## src/rtl/regfile_scoreboard.sv

```systemverilog
// regfile_scoreboard
//   Parametrised register file with a per-register pending-write scoreboard.
//   Decode reads operands and reserves destinations; writeback writes data
//   and retires the reservation. rd_busy flags a RAW hazard on a read port.
//
// Ports
//   clk, rst          rising-edge clock, asynchronous active-high reset
//   rd_addr/rd_data   NRD packed read ports (combinational read)
//   rd_busy           per-port pending-write flag for the addressed register
//   wr_en/addr/data   writeback port; also clears the register's busy bit
//   rsv_en/rsv_addr   mark a destination register pending at issue
//   flush             synchronous clear of every pending mark
//   busy_count        registered popcount of the busy vector

// One read port: applies the zero-register and bypass overrides to the
// stored value selected by the parent.
module regfile_scoreboard_rd #(
    parameter int XLEN     = 32,
    parameter int AW       = 5,
    parameter int ZERO_REG = 1,
    parameter int BYPASS   = 1
) (
    input  logic [AW-1:0]   addr,
    input  logic [XLEN-1:0] reg_data,
    input  logic            reg_busy,
    input  logic            wr_en,
    input  logic [AW-1:0]   wr_addr,
    input  logic [XLEN-1:0] wr_data,
    output logic [XLEN-1:0] data,
    output logic            busy
);
    always_comb begin
        data = reg_data;
        busy = reg_busy;
        if (ZERO_REG != 0 && addr == '0) begin
            data = '0;
            busy = 1'b0;
        end else if (BYPASS != 0 && wr_en && wr_addr == addr) begin
            // the producer is completing this cycle, so the hazard is gone
            data = wr_data;
            busy = 1'b0;
        end
    end
endmodule

module regfile_scoreboard #(
    parameter int   XLEN     = 32,
    parameter int   NREGS    = 32,
    parameter int   NRD      = 2,
    parameter int   ZERO_REG = 1,
    parameter int   BYPASS   = 1,
    localparam int  AW       = $clog2(NREGS)
) (
    input  logic                clk,
    input  logic                rst,
    input  logic [NRD*AW-1:0]   rd_addr,
    output logic [NRD*XLEN-1:0] rd_data,
    output logic [NRD-1:0]      rd_busy,
    input  logic                wr_en,
    input  logic [AW-1:0]       wr_addr,
    input  logic [XLEN-1:0]     wr_data,
    input  logic                rsv_en,
    input  logic [AW-1:0]       rsv_addr,
    input  logic                flush,
    output logic [AW:0]         busy_count
);
    logic [XLEN-1:0]  regs [NREGS];
    logic [NREGS-1:0] busy;
    logic [NREGS-1:0] busy_nxt;
    logic [AW:0]      count_nxt;
    logic             wr_ok;
    logic             rsv_ok;

    // register 0 is neither writable nor reservable when hardwired to zero
    assign wr_ok  = wr_en  && (ZERO_REG == 0 || wr_addr  != '0);
    assign rsv_ok = rsv_en && (ZERO_REG == 0 || rsv_addr != '0);

    // Order matters: flush, then writeback clear, then reservation. A new
    // producer reserved in the same cycle supersedes the retiring one.
    always_comb begin
        busy_nxt = flush ? '0 : busy;
        if (wr_ok)
            busy_nxt[wr_addr] = 1'b0;
        if (rsv_ok)
            busy_nxt[rsv_addr] = 1'b1;
    end

    always_comb begin
        count_nxt = '0;
        for (int i = 0; i < NREGS; i++)
            count_nxt = count_nxt + {{AW{1'b0}}, busy_nxt[i]};
    end

    always_ff @(posedge clk or posedge rst) begin
        if (rst) begin
            for (int i = 0; i < NREGS; i++)
                regs[i] <= '0;
            busy       <= '0;
            busy_count <= '0;
        end else begin
            if (wr_ok)
                regs[wr_addr] <= wr_data;
            busy       <= busy_nxt;
            busy_count <= count_nxt;
        end
    end

    for (genvar k = 0; k < NRD; k++) begin : g_rd
        logic [AW-1:0] addr;
        assign addr = rd_addr[k*AW +: AW];

        regfile_scoreboard_rd #(
            .XLEN     (XLEN),
            .AW       (AW),
            .ZERO_REG (ZERO_REG),
            .BYPASS   (BYPASS)
        ) u_rd (
            .addr     (addr),
            .reg_data (regs[addr]),
            .reg_busy (busy[addr]),
            .wr_en    (wr_en),
            .wr_addr  (wr_addr),
            .wr_data  (wr_data),
            .data     (rd_data[k*XLEN +: XLEN]),
            .busy     (rd_busy[k])
        );
    end
endmodule

```

## config.mk

```make
export PLATFORM = sky130hd
export DESIGN_NAME = regfile_scoreboard
export DESIGN_NICKNAME = d
export VERILOG_FILES = /design/src/rtl/regfile_scoreboard.sv
export SDC_FILE = /design/constraint.sdc
export NUM_CORES = 2
export LEC_CHECK = 0
export BUFFER_PORTS_ARGS = -buffer_cell sky130_fd_sc_hd__buf_2
export CORE_ASPECT_RATIO = 0.6
export CORE_MARGIN = 10
export CORE_UTILIZATION = 30
export DETAILED_ROUTE_END_ITERATION = 10
export HOLD_SLACK_MARGIN = 0.03
export SYNTH_ARGS = -nofsm -noshare
export SYNTH_HDL_FRONTEND = slang
export SYNTH_HIERARCHICAL = 1
export SYNTH_SLANG_ARGS = --single-unit
```

## constraint.sdc

```tcl
create_clock -name clk -period 52.4 [get_ports clk]
set_input_delay 10.48 -clock clk [delete_from_list [all_inputs] [get_ports clk]]
set_output_delay 10.48 -clock clk [all_outputs]
set_load 0.05 [all_outputs]
```

Yosys cells after proc, flatten, opt, wreduce, memory -nomap -nowiden --
Index checks and enable logic that the tools add are counted.
Cells by class: mux-type cells 28, order comparisons 10, $add $sub $neg 31, bitwise logic cells 6, reduce and logical (&&, ||, !) cells 11, equality and inequality tests 2
Operators by type and width (count):
- bitwise mux 1024 bit | 1
- 2-to-1 mux 32 bit | 12
- binary-select mux 32 bit (select 5 bit) | 2
- demux 32 bit (select 5 bit) | 1
- adder 6 x 1 -> 6 bit | 26
- bitwise AND 32 bit | 1
- NOT 32 bit | 1
- OR 32 bit | 1
- less-than comparator 5 x 6 -> 1 bit (second input constant) | 4
- >= comparator 6 bit (second input constant) | 3
- NOT 5 -> 6 bit | 3
- binary-select mux 1 bit (select 5 bit) | 2
- demux 1 bit (select 5 bit) | 2
- equality test 5 bit | 2
- >= comparator 5 x 1 -> 1 bit (second input constant) | 2
- zero test 5 bit | 2
- nonzero test 5 bit | 2
- 2-to-1 mux 1 bit | 8
- logical AND 1 bit | 7
- adder 5 x 1 -> 6 bit | 1
- less-than comparator 6 x 1 -> 1 bit (second input constant) | 1
- adder 4 x 1 -> 5 bit | 1
- adder 3 x 1 -> 4 bit | 1
- adder 2 x 1 -> 3 bit | 1
- adder 1 x 1 -> 2 bit | 1
Storage, ports and cells: register bits 1062, word-level logic and storage cells 122, output and inout bits 72

Depth between registers and ports, before layout --
depth after elaboration 40, mapped depth 24

Cells and area by module --
Netlist, hierarchy kept.
Modules (own cells, without submodules):
- regfile_scoreboard | instances 1, cells each 4890, area an instance 58105.7 um^2
- regfile_scoreboard_rd | instances 2, cells each 126, area an instance 778.2 um^2

Worst setup path after synthesis --
Ideal clock, no wire load.
kind input to output, start point in rd_addr[1], end point out rd_data[0], stages 10, arrival time 12.950 ns, data required time 41.920 ns, slack 28.970 ns, path through clkbuf_1 clkbuf_1 clkbuf_1 buf_2 mux2i_1 a22oi_1 nand3_1 nand3_1 nand2_1 o21ai_0
On the way: longest elaborated chain between the ends 6
RTL lines:
- start: declaration | RTL line 56 | input logic [NRD*AW-1:0] rd_addr,
- NOT 5 -> 6 bit (not written as such) | RTL line 119 | .reg_data (regs[addr]),
- binary-select mux 32 bit (select 5 bit) | RTL line 119
- 2-to-1 mux 32 bit (not written as such) (2 in series) | RTL line 119
- 2-to-1 mux 32 bit | RTL line 38 | end else if (BYPASS != 0 && wr_en && wr_addr == addr) begin
- 2-to-1 mux 32 bit * | RTL line 35 | if (ZERO_REG != 0 && addr == '0) begin
- end: declaration | RTL line 57 | output logic [NRD*XLEN-1:0] rd_data,
Mark *: on every way between the ends. The rest lies on a longest branch, timed or not. The select of a mux whose other input is x is not followed.

Worst setup path in the final report --
start point in rd_addr[6], end point out rd_data[37]
Same word-level chain as after synthesis.

==> metrics.md <==
| Metric | Value |
|---|---|
| Worst path most repeated cell | `sky130_fd_sc_hd__buf_4` |
| Total number of vias | `between 40000 and 50000` |
| Largest fanout of any net on the critical path | `88` |
| Dominant synthesized flop cell | `sky130_fd_sc_hd__dfrtp_1` |
| VDD IR max | `0.0309 mV` |
| Leakage power of the design | `approximately 30 nW` |
| Series of cell instances along the critical path | `buf_8, buf_4, buf_4, buf_4, buf_4, mux2i_1, a22oi_1, nand3_1, nand3_1, nand2_1, o21ai_2, buf_2` |
| Detail-routed net length per standard cell | `27.5 um` |
| Clock insertion delay at the later pin of the skew report | `about 720 ps` |
| Pin count of the biggest net entering global routing | `143` |
| Data required time of the worst path | `approximately 42000 ps` |
| Starting density of the core | `0.303` |
| P per Cell Area | `about 36 nW/um2` |
| Master of the slowest instance on the critical path | `sky130_fd_sc_hd__buf_4` |
| Library cells used by synthesis | `47` |
| Highest clock rate | `0.0380 GHz` |
| Post-detailed-placement cell area | `approximately 62000 um2` |
| Worst setup slack for register-to-register paths | `approximately 47000 ps` |
| H-tree Lvls | `3` |
| Total track usage | `0.184` |
| Final HPWL from detailed placement | `between 100000 and 150000 um` |
| CP Data Arrival Time | `between 15000 and 20000 ps` |
| Number of warnings issued by yosys | `6` |
| Worst path max stage delay | `830 ps` |
| # Post-CTS Setup Buffers | `0` |
| Time the final worst path needs with I/O delays and setup | `26330 ps` |
| Async set-or-reset flop fraction in the synthesized netlist | `1.00` |
| Total clock buffers created by CTS | `roughly 100` |
| Hold bufs inserted after CTS | `0` |
| Startpoint of the most critical hold path | `regs[1005]` |
| Antenna Violating Nets Remaining | `0` |
| Reg-to-reg startpoint | `busy[13]` |
| Most common cell after layout, fill and taps aside | `sky130_fd_sc_hd__dfrtp_1` |
| Detailed router's first-iteration violation count | `4773` |
| Worst setup path class | `primary input to primary output` |
| Vias per Instance | `around 5.7` |
| Number of clock sinks seen by CTS | `about 1100` |
| Number of instances in the synthesized netlist | `5142` |
| Max clock buf depth | `3` |
| Total of cells resized after clock tree synthesis | `0` |
| Kind of start point of the critical path | `primary input` |
| Setup violations, final | `0` |
| Number of global-route vias before repair | `42900` |
| Seq/Total Area, Yosys | `0.445` |
| Overall power after layout | `between 2 and 2.5 mW` |
| Routed WL | `210000 um` |
| Synth Register Bits | `approximately 1100` |
| Count of nets after finishing | `about 5000` |
| Net count of the mapped netlist | `~5200` |
| Share of cells above drive strength 1 | `0.297` |
| Slew Limit Fails | `0` |
| Cell taking the most area after synthesis | `sky130_fd_sc_hd__dfrtp_1` |
| Global-route wire length before repair | `roughly 300000 um` |
| Die width | `between 500 and 600 um` |
| Worst Slack Setup Final | `approximately 26000 ps` |
| Number of hold violations in the final report | `0` |
| Outcome | `complete, no violations` |
| Global route overflow | `0` |
| Pre-antenna DRT Iters | `6` |
| Row cnt | `~130` |
| I/O pin count | `about 130` |
| Max-Slew Margin vs Limit | `0.205` |
| Area of the die | `218000 um2` |
| Number of flops mapped to enable cells by yosys | `0` |
| Setup TNS | `0 ps` |
| Setup repair after global routing missed its margin | `no` |
| Critical Path End Type | `primary output` |
| Area share of the largest cell type after synthesis | `0.445` |
| Layout area overhead | `10.1%` |
| Ratio of final minimum period to clock period | `0.503` |
| Mean Syn Cell Area | `11.6 um2` |
| Number of antenna violations at the first check in global routing | `13` |
| Standard cell core area | `approximately 200000 um2` |
| Final clock skew | `approximately 15 ps` |
| Class of the tightest hold or removal check | `flop to flop` |
| Top cells by area in the synthesized netlist | `sky130_fd_sc_hd__dfrtp_1, sky130_fd_sc_hd__mux2_2, sky130_fd_sc_hd__mux2i_1` |
| Number of design rule violations left after detail routing | `0` |
| Cell area after layout | `approximately 66000 um2` |
| Max Cap Violations | `0` |
| Worst slack on hold paths | `about 400 ps` |
| Worst slew pin tran | `1190 ps` |
| Worst-case reg-to-reg path depth | `19` |
| Clock transition at the registers of the reported paths | `approximately 60 ps` |
| Root cell of the clock tree | `sky130_fd_sc_hd__clkbuf_16` |
| Final GP Congestion | `between 0.8 and 0.9` |
| Die extent in y | `365 um` |
| Cell area after technology mapping | `a little under 60000 um2` |
| Quantity of I/O buffers inserted on ports | `about 130` |
| End of the worst hold path | `regs[1005]` |
| CTS tree | `done` |
| Capture point of the worst reg-to-reg path | `busy_count[4]` |
| Post-Place Setup Slack | `around 26000 ps` |
| Hold path cells | `0` |
| Leading cell types in the layout, fill and taps excluded | `sky130_fd_sc_hd__dfrtp_1, sky130_fd_sc_hd__mux2i_1, sky130_fd_sc_hd__mux2_2` |
synth_stat cells (66+ instances only):
library cell               instances
sky130_fd_sc_hd__dfrtp_1        1062
sky130_fd_sc_hd__mux2i_1        1054
sky130_fd_sc_hd__mux2_2          990
sky130_fd_sc_hd__clkbuf_1        295
sky130_fd_sc_hd__nand2_1         289
sky130_fd_sc_hd__nand3_1         222
sky130_fd_sc_hd__a21oi_1         200
sky130_fd_sc_hd__a22oi_1         198
sky130_fd_sc_hd__buf_2           164
sky130_fd_sc_hd__a22o_1          132
sky130_fd_sc_hd__nor3_1           70
sky130_fd_sc_hd__a31oi_1          66
sky130_fd_sc_hd__buf_1            66
sequential cells by signal (all words and copies together), names as in the netlist:
register / count
busy: 32
busy_count: 6
regs: 1024
critical path: cells and delay by family:
| kind | cells | cell delay [ps] |
|---|---|---|
| simple gates | 3 | 430 |
| mux | 1 | 180 |
| buf+inv | 6 | 4120 |
| compound gates | 2 | 440 |
worst max-delay path by stage:
stage                     from          end  slack (ps)  cells past startpoint
global placement    rd_addr[1]  rd_data[24]       26000                     13
global route        rd_addr[1]  rd_data[24]       25720                     13
CTS                 rd_addr[1]  rd_data[24]       25940                     13
detailed placement  rd_addr[1]  rd_data[24]       25950                     13
floorplan                  rst      busy[0]       12030                      1
finish              rd_addr[6]  rd_data[37]       26070                     12
cell type report:
cell class / count / area [um2]
fillers: 19500 / 132000
multi-input cells: 3500 / 30900
flip-flops and latches: 1062 / 26600
well taps: 2624 / 3280
clock buffers: 132 / 2780
repair buffers: 218 / 1400
clock inverters: 47 / 613
inverters: 47 / 184
diodes: 4 / 10.0
cell families (layout without fill, tap and decap cells):
group | Yosys count | count (layout) | synth area share
other cells | 0 | 4 | 0
flops | 1062 | 1062 | 0.445
fa+ha+maj | 31 | 31 | 0.00952
simple gates | 709 | 709 | 0.0562
compound gates | 701 | 701 | 0.0820
mux | 2046 | 2046 | 0.364
buf+inv | 580 | 444 | 0.0409
xor+xnor | 13 | 13 | 0.00191
power by group:
group	leakage [nW]	total (mW)	internal, mW	switching, mW
logic	15.1	0.502	0.237	0.265
registers	13.7	1.09	0.970	0.116
clock network	1.67	0.782	0.434	0.348
total	30.4	2.37	1.64	0.729
routing by layer:
layer,vias to the layer above,GRT usage,wire (um)
met5,-,0,104
met4,14,0.0565,6640
met3,383,0.0452,18400
met2,1942,0.273,90000
met1,22700,0.263,95000
li1,18400,-,-
through the flow:
| step | util | cells |
|---|---|---|
| finish | 0.333 | 7634 |
| global route | 0.333 | 7632 |
| CTS | 0.333 | 7630 |
| detailed placement | 0.316 | 7451 |
| global placement | 0.316 | 7451 |
| floorplan | - | 5142 |
No activity file was read; power rests on OpenSTA's default activity.
